`src/rtl/a2d_pkg.sv`:
```
`default_nettype none
// ============================================================================
//  Module   : a2d_pkg
//  Purpose  : Shared types and constants for the ADC128S-style A2D SPI link.
//             Channel indices are shared with the eBike A2D initiator.
//  Revision : 1.0  initial release
// ============================================================================
package a2d_pkg;

    typedef logic [2:0] chnl_t;

    localparam int A2D_DATA_W   = 12;
    localparam int A2D_FRM_BITS = 16;
    localparam int A2D_NUM_CH   = 8;

    localparam chnl_t CH_BATT   = 3'd0;
    localparam chnl_t CH_BRAKE  = 3'd1;
    localparam chnl_t CH_TORQUE = 3'd2;
    localparam chnl_t CH_CURR   = 3'd3;

    typedef enum logic [0:0] {
        ST_IDLE  = 1'b0,
        ST_SHIFT = 1'b1
    } a2d_state_t;

    // Pick one 12-bit conversion out of the packed 8-channel bus.
    function automatic logic [A2D_DATA_W-1:0] chnl_word(
        input logic [A2D_NUM_CH*A2D_DATA_W-1:0] data,
        input chnl_t                             ch
    );
        return data[ch*A2D_DATA_W +: A2D_DATA_W];
    endfunction

endpackage
`default_nettype wire

```
`src/rtl/spi_in_sync.sv`:
```
`default_nettype none
// ============================================================================
//  Module   : spi_in_sync
//  Purpose  : Two-flop synchroniser for an asynchronous SPI pin plus a third
//             flop for edge detection. Edges appear 3 clk after the pin.
//  Ports    : clk, rst_n (sync, active-low), din (async pin)
//             sync (synchronised level), rise / fall (one-clk edge pulses)
//  Revision : 1.0  initial release
// ============================================================================
module spi_in_sync #(
    parameter logic RST_VAL = 1'b0
) (
    input  logic clk,
    input  logic rst_n,
    input  logic din,
    output logic sync,
    output logic rise,
    output logic fall
);

    logic meta_q;
    logic sync_q;
    logic dly_q;

    always_ff @(posedge clk) begin
        if (!rst_n) begin
            meta_q <= RST_VAL;
            sync_q <= RST_VAL;
            dly_q  <= RST_VAL;
        end else begin
            meta_q <= din;
            sync_q <= meta_q;
            dly_q  <= sync_q;
        end
    end

    assign sync = sync_q;
    assign rise =  sync_q & ~dly_q;
    assign fall = ~sync_q &  dly_q;

endmodule
`default_nettype wire

```
`src/rtl/a2d_resp.sv`:
```
`default_nettype none
// ============================================================================
//  Module   : a2d_resp
//  Purpose  : SPI responder emulating an 8-channel 12-bit ADC128S-style A2D.
//             A frame addresses a channel; the next frame returns that
//             channel's value as {4'h0, data[11:0]}, MSB first, SPI mode 0.
//  Ports    : clk, rst_n      - system clock, synchronous active-low reset
//             SS_n/SCLK/MOSI  - asynchronous SPI inputs from the initiator
//             MISO            - serial data back to the initiator
//             chnl_data[95:0] - channel n at bits [12n+11:12n]
//             chnl            - channel addressed by the last valid frame
//             frm_done        - one-clk pulse, valid 16-bit frame finished
//             frm_err         - one-clk pulse, frame ended with bad bit count
//  Revision : 1.0  initial release
// ============================================================================
module a2d_resp
    import a2d_pkg::*;
#(
    parameter chnl_t RESET_CHNL   = 3'd0,
    parameter int    MIN_SCLK_DIV = 8
) (
    input  logic                             clk,
    input  logic                             rst_n,
    input  logic                             SS_n,
    input  logic                             SCLK,
    input  logic                             MOSI,
    output logic                             MISO,
    input  logic [A2D_NUM_CH*A2D_DATA_W-1:0] chnl_data,
    output chnl_t                            chnl,
    output logic                             frm_done,
    output logic                             frm_err
);

    localparam logic [4:0] BIT_CNT_MAX = 5'd31;
    localparam logic [4:0] FRM_BITS    = 5'(A2D_FRM_BITS);

    logic ss_sync, ss_rise, ss_fall;
    logic sclk_sync, sclk_rise, sclk_fall;

    spi_in_sync #(.RST_VAL(1'b1)) u_ss_sync (
        .clk   (clk),
        .rst_n (rst_n),
        .din   (SS_n),
        .sync  (ss_sync),
        .rise  (ss_rise),
        .fall  (ss_fall)
    );

    spi_in_sync #(.RST_VAL(1'b0)) u_sclk_sync (
        .clk   (clk),
        .rst_n (rst_n),
        .din   (SCLK),
        .sync  (sclk_sync),
        .rise  (sclk_rise),
        .fall  (sclk_fall)
    );

    // MOSI only needs the two-flop path; its second stage lines up in time
    // with the synchronised SCLK rise.
    logic mosi_meta_q, mosi_sync_q;

    // After reset the SS_n synchroniser holds its reset value (high) for two
    // cycles. If the pin is really low (reset hit mid-frame) that would look
    // like a falling edge, so falls are only accepted once SS_n has been seen
    // high with pin-derived data in the synchroniser.
    logic [1:0] post_rst_q;
    logic       armed_q, armed_d;

    a2d_state_t      state_q, state_d;
    logic [15:0]     tx_shft_q, tx_shft_d;
    logic [15:0]     rx_shft_q, rx_shft_d;
    logic [4:0]      bit_cnt_q, bit_cnt_d;
    chnl_t           chnl_q, chnl_d;
    logic            frm_done_q, frm_done_d;
    logic            frm_err_q, frm_err_d;

    always_comb begin
        state_d    = state_q;
        tx_shft_d  = tx_shft_q;
        rx_shft_d  = rx_shft_q;
        bit_cnt_d  = bit_cnt_q;
        chnl_d     = chnl_q;
        frm_done_d = 1'b0;
        frm_err_d  = 1'b0;
        armed_d    = armed_q | ((post_rst_q == 2'b11) & ss_sync);

        case (state_q)
            ST_IDLE: begin
                if (ss_fall && armed_q) begin
                    state_d   = ST_SHIFT;
                    tx_shft_d = {4'h0, chnl_word(chnl_data, chnl_q)};
                    rx_shft_d = '0;
                    bit_cnt_d = '0;
                end
            end
            ST_SHIFT: begin
                if (ss_rise) begin
                    state_d   = ST_IDLE;
                    tx_shft_d = '0;
                    if (bit_cnt_q == FRM_BITS) begin
                        chnl_d     = rx_shft_q[13:11];
                        frm_done_d = 1'b1;
                    end else begin
                        frm_err_d  = 1'b1;
                    end
                end else begin
                    if (sclk_rise) begin
                        rx_shft_d = (rx_shft_q << 1) | {15'd0, mosi_sync_q};
                        if (bit_cnt_q != BIT_CNT_MAX) begin
                            bit_cnt_d = bit_cnt_q + 5'd1;
                        end
                    end
                    // A fall before the first rise would throw away the MSB.
                    if (sclk_fall && (bit_cnt_q != 5'd0)) begin
                        tx_shft_d = tx_shft_q << 1;
                    end
                end
            end
            default: state_d = ST_IDLE;
        endcase
    end

    always_ff @(posedge clk) begin
        if (!rst_n) begin
            mosi_meta_q <= 1'b0;
            mosi_sync_q <= 1'b0;
            post_rst_q  <= 2'b00;
            armed_q     <= 1'b0;
            state_q     <= ST_IDLE;
            tx_shft_q   <= '0;
            rx_shft_q   <= '0;
            bit_cnt_q   <= '0;
            chnl_q      <= RESET_CHNL;
            frm_done_q  <= 1'b0;
            frm_err_q   <= 1'b0;
        end else begin
            mosi_meta_q <= MOSI;
            mosi_sync_q <= mosi_meta_q;
            post_rst_q  <= {post_rst_q[0], 1'b1};
            armed_q     <= armed_d;
            state_q     <= state_d;
            tx_shft_q   <= tx_shft_d;
            rx_shft_q   <= rx_shft_d;
            bit_cnt_q   <= bit_cnt_d;
            chnl_q      <= chnl_d;
            frm_done_q  <= frm_done_d;
            frm_err_q   <= frm_err_d;
        end
    end

    assign MISO     = tx_shft_q[15];
    assign chnl     = chnl_q;
    assign frm_done = frm_done_q;
    assign frm_err  = frm_err_q;

`ifndef SYNTHESIS
    // Each synchronised SCLK phase must last at least half the minimum period.
    localparam logic [7:0] MIN_PHASE = 8'(MIN_SCLK_DIV / 2);
    logic [7:0] phase_cnt_q;
    logic       sclk_lvl_q;

    always_ff @(posedge clk) begin
        if (!rst_n) begin
            phase_cnt_q <= '1;
            sclk_lvl_q  <= 1'b0;
        end else begin
            sclk_lvl_q <= sclk_sync;
            if (sclk_sync != sclk_lvl_q) begin
                phase_cnt_q <= 8'd1;
            end else if (phase_cnt_q != '1) begin
                phase_cnt_q <= phase_cnt_q + 8'd1;
            end
        end
    end

    always_ff @(posedge clk) begin
        if (rst_n && (state_q == ST_SHIFT) && (sclk_sync != sclk_lvl_q)) begin
            assert (phase_cnt_q >= MIN_PHASE);
        end
        // An SCLK edge coincident with the SS_n fall is dropped.
        if (rst_n && (state_q == ST_IDLE) && armed_q && ss_fall) begin
            assert (!(sclk_rise || sclk_fall));
        end
    end
`endif

endmodule
`default_nettype wire

```
`config.mk`:
```
export PLATFORM = sky130hd
export DESIGN_NAME = a2d_resp
export DESIGN_NICKNAME = d
export VERILOG_FILES = /design/src/rtl/a2d_pkg.sv /design/src/rtl/spi_in_sync.sv /design/src/rtl/a2d_resp.sv
export SDC_FILE = /design/constraint.sdc
export NUM_CORES = 1
export LEC_CHECK = 0
export ABC_AREA = 0
export BUFFER_PORTS_ARGS = -buffer_cell sky130_fd_sc_hd__buf_2
export CAP_MARGIN = 20
export CORE_MARGIN = 2
export CORE_UTILIZATION = 50
export CTS_BUF_LIST = sky130_fd_sc_hd__clkbuf_4 sky130_fd_sc_hd__clkbuf_8
export DETAILED_ROUTE_END_ITERATION = 10
export GPL_TIMING_DRIVEN = 0
export PLACE_DENSITY_LB_ADDON = 0.08
export SYNTH_ARGS = -nofsm -noshare
export SYNTH_HDL_FRONTEND = slang
export SYNTH_HIERARCHICAL = 1
export SYNTH_SLANG_ARGS = --single-unit
```
`constraint.sdc`:
```
create_clock -name clk -period 2.43 [get_ports clk]
set_input_delay 0.1215 -clock clk [delete_from_list [all_inputs] [get_ports clk]]
set_output_delay 0.1215 -clock clk [all_outputs]
set_load 0.05 [all_outputs]
```
=== Yosys cells after proc, flatten, opt, wreduce, memory -nomap -nowiden ===
Index checks and enable logic that the tools add are counted.

* Input bits: 101
* Register bits after elaboration: 52
* Word-level logic and storage cells: 68

* Reductions and logical operators: 8
* Equality and inequality tests: 8
* Shift-type cells: 1
* Bitwise logic cells: 12
* Multiplexer cells: 19
* $mul: 1
* Add/sub/neg operators: 1

{| class="wikitable"
|+ Operators by type and width
! operator !! number
|-
| 96-bit by 8-bit variable part select with 12-bit output || 1
|-
| 16-bit 2-to-1 mux || 3
|-
| 14-bit 2-to-1 mux || 3
|-
| 16-bit one-hot mux with 2 select lines || 1
|-
| 14-bit one-hot mux with 2 select lines || 1
|-
| 5-bit 2-to-1 mux || 4
|-
| 14-bit by 1-bit OR with 14-bit output || 1
|-
| 5-bit one-hot mux with 2 select lines || 1
|-
| 3-bit AND reduction || 3
|-
| 2-bit != test, second input constant || 3
|-
| 5-bit by 1-bit adder with 5-bit output, second input constant || 1
|-
| 1-bit bitwise AND || 5
|-
| 5-bit equality test, second input constant || 1
|-
| 3-bit by 2-bit multiplier with 5-bit output, second input constant || 1
|-
| 1-bit 2-to-1 mux || 5
|-
| 5-bit != test, second input constant || 1
|-
| 1-bit NOT || 5
|-
| 5-bit nonzero test || 1
|-
| 4-bit AND reduction || 1
|-
| 3-bit by 2-bit != test with 1-bit output, second input constant || 1
|-
| 2-bit equality test, second input constant || 1
|-
| 1-bit logical AND || 2
|-
| 2-bit by 1-bit != test with 1-bit output, second input constant || 1
|-
| 1-bit one-hot mux with 2 select lines || 1
|-
| 2 further kinds || 2
|}

=== Longest topological paths before layout ===
Gate-level depths: netlist of run 1.

* Depth in word-level cells: 6
* Depth in mapped cells: 7

=== By module ===
Netlist of run 1, hierarchy kept.

{| class="wikitable"
|+ By module, submodules not included
! module !! cells each !! times used !! area an instance (um^2)
|-
| a2d_resp || 231 || 1 || 2426.1
|-
| spi_in_sync || 8 || 2 || 91.3
|}

=== Worst setup path after synthesis of run 1 ===
Ideal clock, no wire load.

* Kind: register to register
* Start: register chnl_q[0] (netlist: chnl[0])
* End: register tx_shft_q[10]
* Setup slack: 0.255 ns
* Required time: 2.292 ns
* Arrival: 2.037 ns
* Setup time: 0.138 ns
* Cell stages (with the launch flop): 6
* Path through: dfxtp_1 > buf_2 > buf_2 > mux4_2 > a22oi_1 > o221ai_1

* Word-level cells in the longest chain between the ends: 4

{| class="wikitable"
|+ Ends and longest elaborated chain
! what !! line !! source
|-
| start, declared || a2d_resp.sv:73 || <nowiki>chnl_t chnl_q, chnl_d;</nowiki>
|-
| start signal, assigned || a2d_resp.sv:145 || <nowiki>chnl_q <= chnl_d;</nowiki>
|-
| 3-bit by 2-bit multiplier with 5-bit output || a2d_pkg.sv:31 || <nowiki>return data[ch*A2D_DATA_W +: A2D_DATA_W];</nowiki>
|-
| 96-bit by 8-bit variable part select with 12-bit output || a2d_pkg.sv:31 ||
|-
| 16-bit 2-to-1 mux || a2d_resp.sv:89 || <nowiki>if (ss_fall && armed_q) begin</nowiki>
|-
| 16-bit one-hot mux with 2 select lines || a2d_resp.sv:87 || <nowiki>case (state_q)</nowiki>
|-
| end signal, assigned || a2d_resp.sv:142 || <nowiki>tx_shft_q <= tx_shft_d;</nowiki>
|-
| end, declared || a2d_resp.sv:70 || <nowiki>logic [15:0] tx_shft_q, tx_shft_d;</nowiki>
|}

No other way between the ends. The select of a mux whose other input is x is not followed.
A chain may end at the register's enable or synchronous reset.

=== Worst setup path in the final report of run 1 ===
* Start: register u_ss_sync.sync_q (netlist: u_ss_sync/sync)
* End: register chnl_q[0] (netlist: chnl[0])

* Word-level cells in the longest chain between the ends: 2

{| class="wikitable"
|+ Ends and longest elaborated chain
! what !! line !! source
|-
| start, declared || spi_in_sync.sv:22 || <nowiki>logic sync_q;</nowiki>
|-
| start signal, assigned || spi_in_sync.sv:32 || <nowiki>sync_q <= meta_q;</nowiki>
|-
| 1-bit bitwise AND || spi_in_sync.sv:38 || <nowiki>assign rise = sync_q & ~dly_q;</nowiki>
|-
| named net ss_rise || a2d_resp.sv:37 || <nowiki>logic ss_sync, ss_rise, ss_fall;</nowiki>
|-
| 3-bit AND reduction (no source line) || -- ||
|}

The timed path passes the listed nets, and every way through them passes these cells.

==> impl_metrics.tcl, run 1 <==
set metrics [dict create \
    fin_setup_tns_ns 0 \
    syn2layout_area_growth_pct 28.9 \
    fin_area_sq_um 3360 \
    post-synth-top-count-cell "dfxtp_1" \
    clock-root-buffer "clkbuf_8" \
    crit_path_start_kind "flop" \
    start_util_pct 51.4 \
    dp_cells 423 \
    use_met3_pct 5.45 \
    min-delay-start "MOSI" \
    post_dp_cell_area_sq_um 3230 \
    worstMarginPinSlew_ns 0.587 \
    grt_first_pass_wirelength_um 10800 \
    grt-busiest-layer "met2" \
    drive_gt1_share_pct 40.5 \
    routed_wl_um 6690 \
    dpl.hpwl_um 5320 \
    std_cell_rows 26 \
    slew_headroom_pct 60.9 \
    period_share_pct 90.1 \
    utilization_pct 66.2 \
    rsz0062_at_grt "no" \
    port_buffers 106 \
    outcome "finished, final reports clean" \
    die_h_um 76.2 \
    synth_common_cells "52 x dfxtp_1, 25 x a22oi_1, 23 x mux4_2" \
    synth_seq_area_share_pct 39.9 \
    wl_per_cell_um 15.5 \
    grtUsageTotal_pct 23.1 \
    hold-path-endpoint "mosi_meta_q$_SDFF_PN0_" \
    synth_top_flop_cell "dfxtp_1" \
    postCtsResizedCells 0 \
    fin_worst_hold_slack_ns 0.0167 \
    drc 0 \
    combPwrFrac_pct 9.6 \
    internal_power_mw 1.28 \
    max_freq_mhz 457 \
    pre_cts_slack_ns 0.302 \
    p_total_mw 1.64 \
    cp.required_ns 2.61 \
    cts_buffers 5 \
    viasPerCell 5.53 \
    die_w_um 76.2 \
    synth_cell_types 41 \
    post-route-min-period_ns 2.19 \
    final_cells 433 \
    hold_viol 0 \
    p_sw_uw 353 \
    synth_area_leaders "dfxtp_1 40%, mux4_2 20%, a22oi_1 7.2%" \
    seq_power_share_pct 53.1 \
    cp-end-kind "flop" \
    synth_top_area_cell "dfxtp_1" \
    grt_max_degree 17 \
    clock-skew-final_ns 0.00913 \
    cap_violations 0 \
    r2r_end "chnl[0]$_SDFFE_PN0P_" \
    ys_seq_elements 52 \
    leakage_nw 1.36 \
    synth_nets 351 \
    ys_warn_count 6 \
    cts_max_level 2 \
    reg2reg_slack_ns 0.24 \
    switching_share_pct 21.6 \
    cts_tree "done" \
    critPathKind "reg -> reg" \
    clock_path_buffers 2 \
    power_density_nw_per_um2 486 \
    grt-ovfl-total 0 \
    async_reset_ff_share_pct 0 \
    holdCritPathClass "in -> reg" \
    synthesis.area_sq_um 2610 \
    rr_worst_depth 6 \
    cts.clk_slew.worst_paths_ns 0.10 \
    clk-insertion-delay-late_ns 0.30 \
    use_met1_pct 29.9 \
    cts_num_sinks 52 \
    arrival_ns 2.37 \
    ir_drop_v 0.000323 \
    grt_pass1_vias 2323 \
    r2r-start "u_ss_sync/sync$_SDFF_PN1_" \
    antenna_found_initial 0 \
    use_met2_pct 39.6 \
    dieArea_sq_um 5810 \
    avgSynthCellArea_sq_um 10.6 \
    drv_slew 0 \
    synth_edf_count 0 \
    hold_depth 2 \
    fin_ws_ns 0.240 \
    io_pins 107 \
    crit_fanout 9 \
    n_antenna_cell 0 \
    place_congestion 0.791 \
    nNetsFinal 466 \
    setup_viol 0 \
    ant_nets 0 \
    cts_setup_buffers 0 \
    firstDrtPassIters 4 \
    syn-instance-count 247 \
    p_clk_share_pct 37.3 \
    design.core.area_sq_um 5070 \
    dr_total_vias 2393 \
    drt_iter0_drc 118 \
    synth_top_area_share_pct 39.9 \
]
==> per-layer routing <==
layer,vias to the layer above,wire (um)
met4,0,97
met5,-,0
li1,1164,-
met1,1143,2900
met2,77,3300
met3,9,395
==> how the worst max path moves through the flow <==
stage	startpoint	to	slack (ns)	depth (start not counted)
global route	u_ss_sync/sync$_SDFF_PN1_	rx_shft_q[5]$_SDFFE_PN0P_	0.06	7
CTS	u_ss_sync/sync$_SDFF_PN1_	rx_shft_q[5]$_SDFFE_PN0P_	0.27	7
detailed placement	u_ss_sync/sync$_SDFF_PN1_	chnl[0]$_SDFFE_PN0P_	0.30	6
floorplan	chnl[0]$_SDFFE_PN0P_	tx_shft_q[10]$_SDFFE_PN0P_	0.26	5
finish	u_ss_sync/sync$_SDFF_PN1_	chnl[0]$_SDFFE_PN0P_	0.24	6
global placement	u_ss_sync/sync$_SDFF_PN1_	chnl[0]$_SDFFE_PN0P_	0.30	6
==> worst max-delay path, stage by stage (launching register included) <==
cell and delay (ns):
dfxtp_1 0.38, nor2b_1 0.46, nand2_1 0.14, or4_2 0.65, clkbuf_1 0.20, mux2i_1 0.17, nor2_1 0.06
==> power by group through the flow <==
stage          sequential (mW)  clock [mW]  combinational [mW]
2_1_floorplan            0.892           0              0.0578
3_3_place_gp             0.888           0               0.149
3_5_place_dp             0.889           0               0.154
4_1_cts                  0.869       0.620               0.156
5_1_grt                  0.870       0.657               0.171
6_report                 0.869       0.610               0.157
==> registers in the layout (all words and copies together) (netlist names) <==
name,cells
tx_shft_q,16
rx_shft_q,14
bit_cnt_q,5
chnl,3
post_rst_q,2
armed_q,1
frm_done,1
frm_err,1
mosi_meta_q,1
mosi_sync_q,1
state_q,1
u_sclk_sync/dly_q,1
u_sclk_sync/meta_q,1
u_sclk_sync/sync,1
u_ss_sync/dly_q,1
u_ss_sync/meta_q,1
u_ss_sync/sync,1
==> cells by family after synthesis <==
| family | synth area share, % |
|---|---|
| DFF | 39.9 |
| AOI/OAI and AO/OA | 15.9 |
| and+or+nand+nor | 15.4 |
| xor gates and xnor gates | 0.336 |
| buffers and inverters | 4.46 |
| adders and majority gates | 1.44 |
| muxes | 22.5 |
==> cell usage in the layout (no fill, tap or decap), types with 3 or more instances in the layout <==
cell,n
a211oi_1,3
a21oi_1,4
a22oi_1,25
and2_1,10
buf_2,109
clkbuf_1,17
clkbuf_8,5
dfxtp_1,52
ha_1,3
inv_1,6
mux2i_1,7
mux4_2,23
nand2_1,21
nand2b_1,4
nand3_1,4
nor2_1,22
nor2b_1,4
o221ai_1,10
o22ai_1,3
==> layout make-up <==
type / count / area (sq um)
Inverter: 7 / 26.3
Multi-Input combinational cell: 167 / 1450
Sequential cell: 52 / 1040
Timing Repair Buffer: 108 / 551
Buffer: 21 / 90.1
Clock inverter: 2 / 38.8
Tap cell: 70 / 87.6
Fill cell: 446 / 1710
Clock buffer: 6 / 76.3
==> timing repair <==
item | 4_1_cts | 5_1_grt
endpoints found under the setup margin | 0 | 0
hold buffers | 1 | 1
hold endpoints to repair | 1 | 1
(Power assumes the default switching activity.)
==> run 2: changes to the inputs <==
Settings changed: HOLD_SLACK_MARGIN from default to 0.05.
==> run 2 against run 1 <==
Against the previous run: clock skew hardly changed; global-route usage is 0.18 points higher; total power is 0.11% higher; core utilization is 0.39 points higher; routed wire length is 0.15% lower; register-to-register slack hardly changed; largest power group unchanged; sequential share of layout area is 0.18 points lower; critical endpoint unchanged; combinational power hardly changed; largest cell class unchanged.
==> impl_metrics.tcl, run 2 (synthesis gave the netlist of run 1 again) <==
set metrics [dict create \
    largest_register "tx_shft_q" \
    drive_gt1_share_pct 40.3 \
    design.core.area_sq_um 5070 \
    worstMarginPinSlew_ns 0.585 \
    hold_viol 0 \
    drv_slew 0 \
    final_common_cell "buf_2" \
    leakage_nw 1.37 \
    postCtsResizedCells 0 \
    grtUsageTotal_pct 23.3 \
    clock_path_buffers 2 \
    grt-ovfl-total 0 \
    port_buffers 106 \
    grt_pass1_vias 2347 \
    clock-root-buffer "clkbuf_8" \
    cts.clk_slew.worst_paths_ns 0.10 \
    clk-insertion-delay-late_ns 0.30 \
    post_dp_cell_area_sq_um 3230 \
    grt_first_pass_wirelength_um 10900 \
    post-route-min-period_ns 2.19 \
    cts_num_sinks 52 \
    top_regs "tx_shft_q x16, rx_shft_q x14, bit_cnt_q x5" \
    cts_tree "done" \
    io_pins 107 \
    fin_setup_tns_ns 0 \
    crit_fanout 9 \
    rsz0062_at_grt "no" \
    nNetsFinal 468 \
    dieArea_sq_um 5810 \
    crit_path_start_kind "flop" \
    cp-end-kind "flop" \
    ctsHoldBuffers 4 \
    cts_buffers 5 \
    crit_buf_inv 1 \
    start_util_pct 51.4 \
    layout_common_cells "109 x buf_2, 52 x dfxtp_1, 25 x a22oi_1" \
    max_stage_delay_ns 0.65 \
    grt_max_degree 17 \
    largest_reg_flops 16 \
    dr_total_vias 2412 \
    die_w_um 76.2 \
    min-delay-start "chnl_data[77]" \
    ant_nets 0 \
    die_h_um 76.2 \
    max_freq_mhz 457 \
    startpoint "u_ss_sync/sync$_SDFF_PN1_" \
    firstDrtPassIters 4 \
    setup_viol 0 \
    critPathKind "reg -> reg" \
    viasPerCell 5.54 \
    holdCritPathClass "in -> reg" \
    outcome "finished, final reports clean" \
    wl_per_cell_um 15.4 \
    path_cells "nor2b_1, nand2_1, or4_2, clkbuf_1, mux2i_1, nor2_1" \
    dpl.hpwl_um 5320 \
    cts_setup_buffers 0 \
    arrival_ns 2.37 \
    utilization_pct 66.6 \
    critical-path-slowest-cell "or4_2" \
    r2r-start "u_ss_sync/sync$_SDFF_PN1_" \
    cts_max_level 2 \
    path_delay_family "simple AND/OR/NAND/NOR gates" \
    drt_iter0_drc 126 \
    power_density_nw_per_um2 484 \
    clock-skew-final_ns 0.00908 \
    routed_wl_um 6680 \
    fin_area_sq_um 3380 \
    drc 0 \
    cap_violations 0 \
    syn2layout_area_growth_pct 29.6 \
    antenna_found_initial 0 \
    n_antenna_cell 0 \
    slew_headroom_pct 61.0 \
    period_share_pct 90.1 \
    ir_drop_v 0.000323 \
    cp.required_ns 2.61 \
    std_cell_rows 26 \
    place_congestion 0.791 \
]
run 2: final cells by class:
type | count | area (sq um)
Fill cell | 445 | 1690
Buffer | 21 | 90.1
Multi-Input combinational cell | 167 | 1450
Inverter | 7 | 26.3
Timing Repair Buffer | 110 | 571
Tap cell | 70 | 87.6
Sequential cell | 52 | 1040
Clock inverter | 2 | 38.8
Clock buffer | 6 | 76.3
run 2: path summary, 6_finish.rpt:
path	end	slack [ns]	cells after the start
hold reg to reg	u_ss_sync/sync$_SDFF_PN1_	0.43	1
setup reg to reg	chnl[0]$_SDFFE_PN0P_	0.24	6
hold / removal	tx_shft_q[5]$_SDFFE_PN0P_	0.27	4
setup / recovery	chnl[0]$_SDFFE_PN0P_	0.24	6
run 2: stage by stage:
step	instances	setup slack (ns)	power, mW	hold slack, ns
after CTS	435	0.267	1.65	0.262
after floorplan	247	0.255	0.950	0.149
after global placement	423	0.305	1.04	0.309
after global routing	435	0.0602	1.70	0.289
final	435	0.239	1.64	0.275
after detailed placement	423	0.302	1.04	0.312
run 2: power breakdown:
group | switching, mW | total, mW | internal (mW)
logic | 0.0609 | 0.160 | 0.0989
registers | 0.00547 | 0.869 | 0.863
clock network | 0.286 | 0.609 | 0.323
total | 0.353 | 1.64 | 1.28
run 2: worst register-to-register path, cell delays in order, from the launching register on:
cell and delay [ns]:
dfxtp_1 0.38, nor2b_1 0.46, nand2_1 0.14, or4_2 0.65, clkbuf_1 0.20, mux2i_1 0.17
nor2_1 0.06
run 2: metal layers:
metal  wire length (um)  up-vias  GRT usage, %
met2               3330       81          39.9
met3                412        9          5.45
met4                 98        0          5.09
met1               2840     1154          30.1
met5                  0        -             0
li1                   -     1168             -
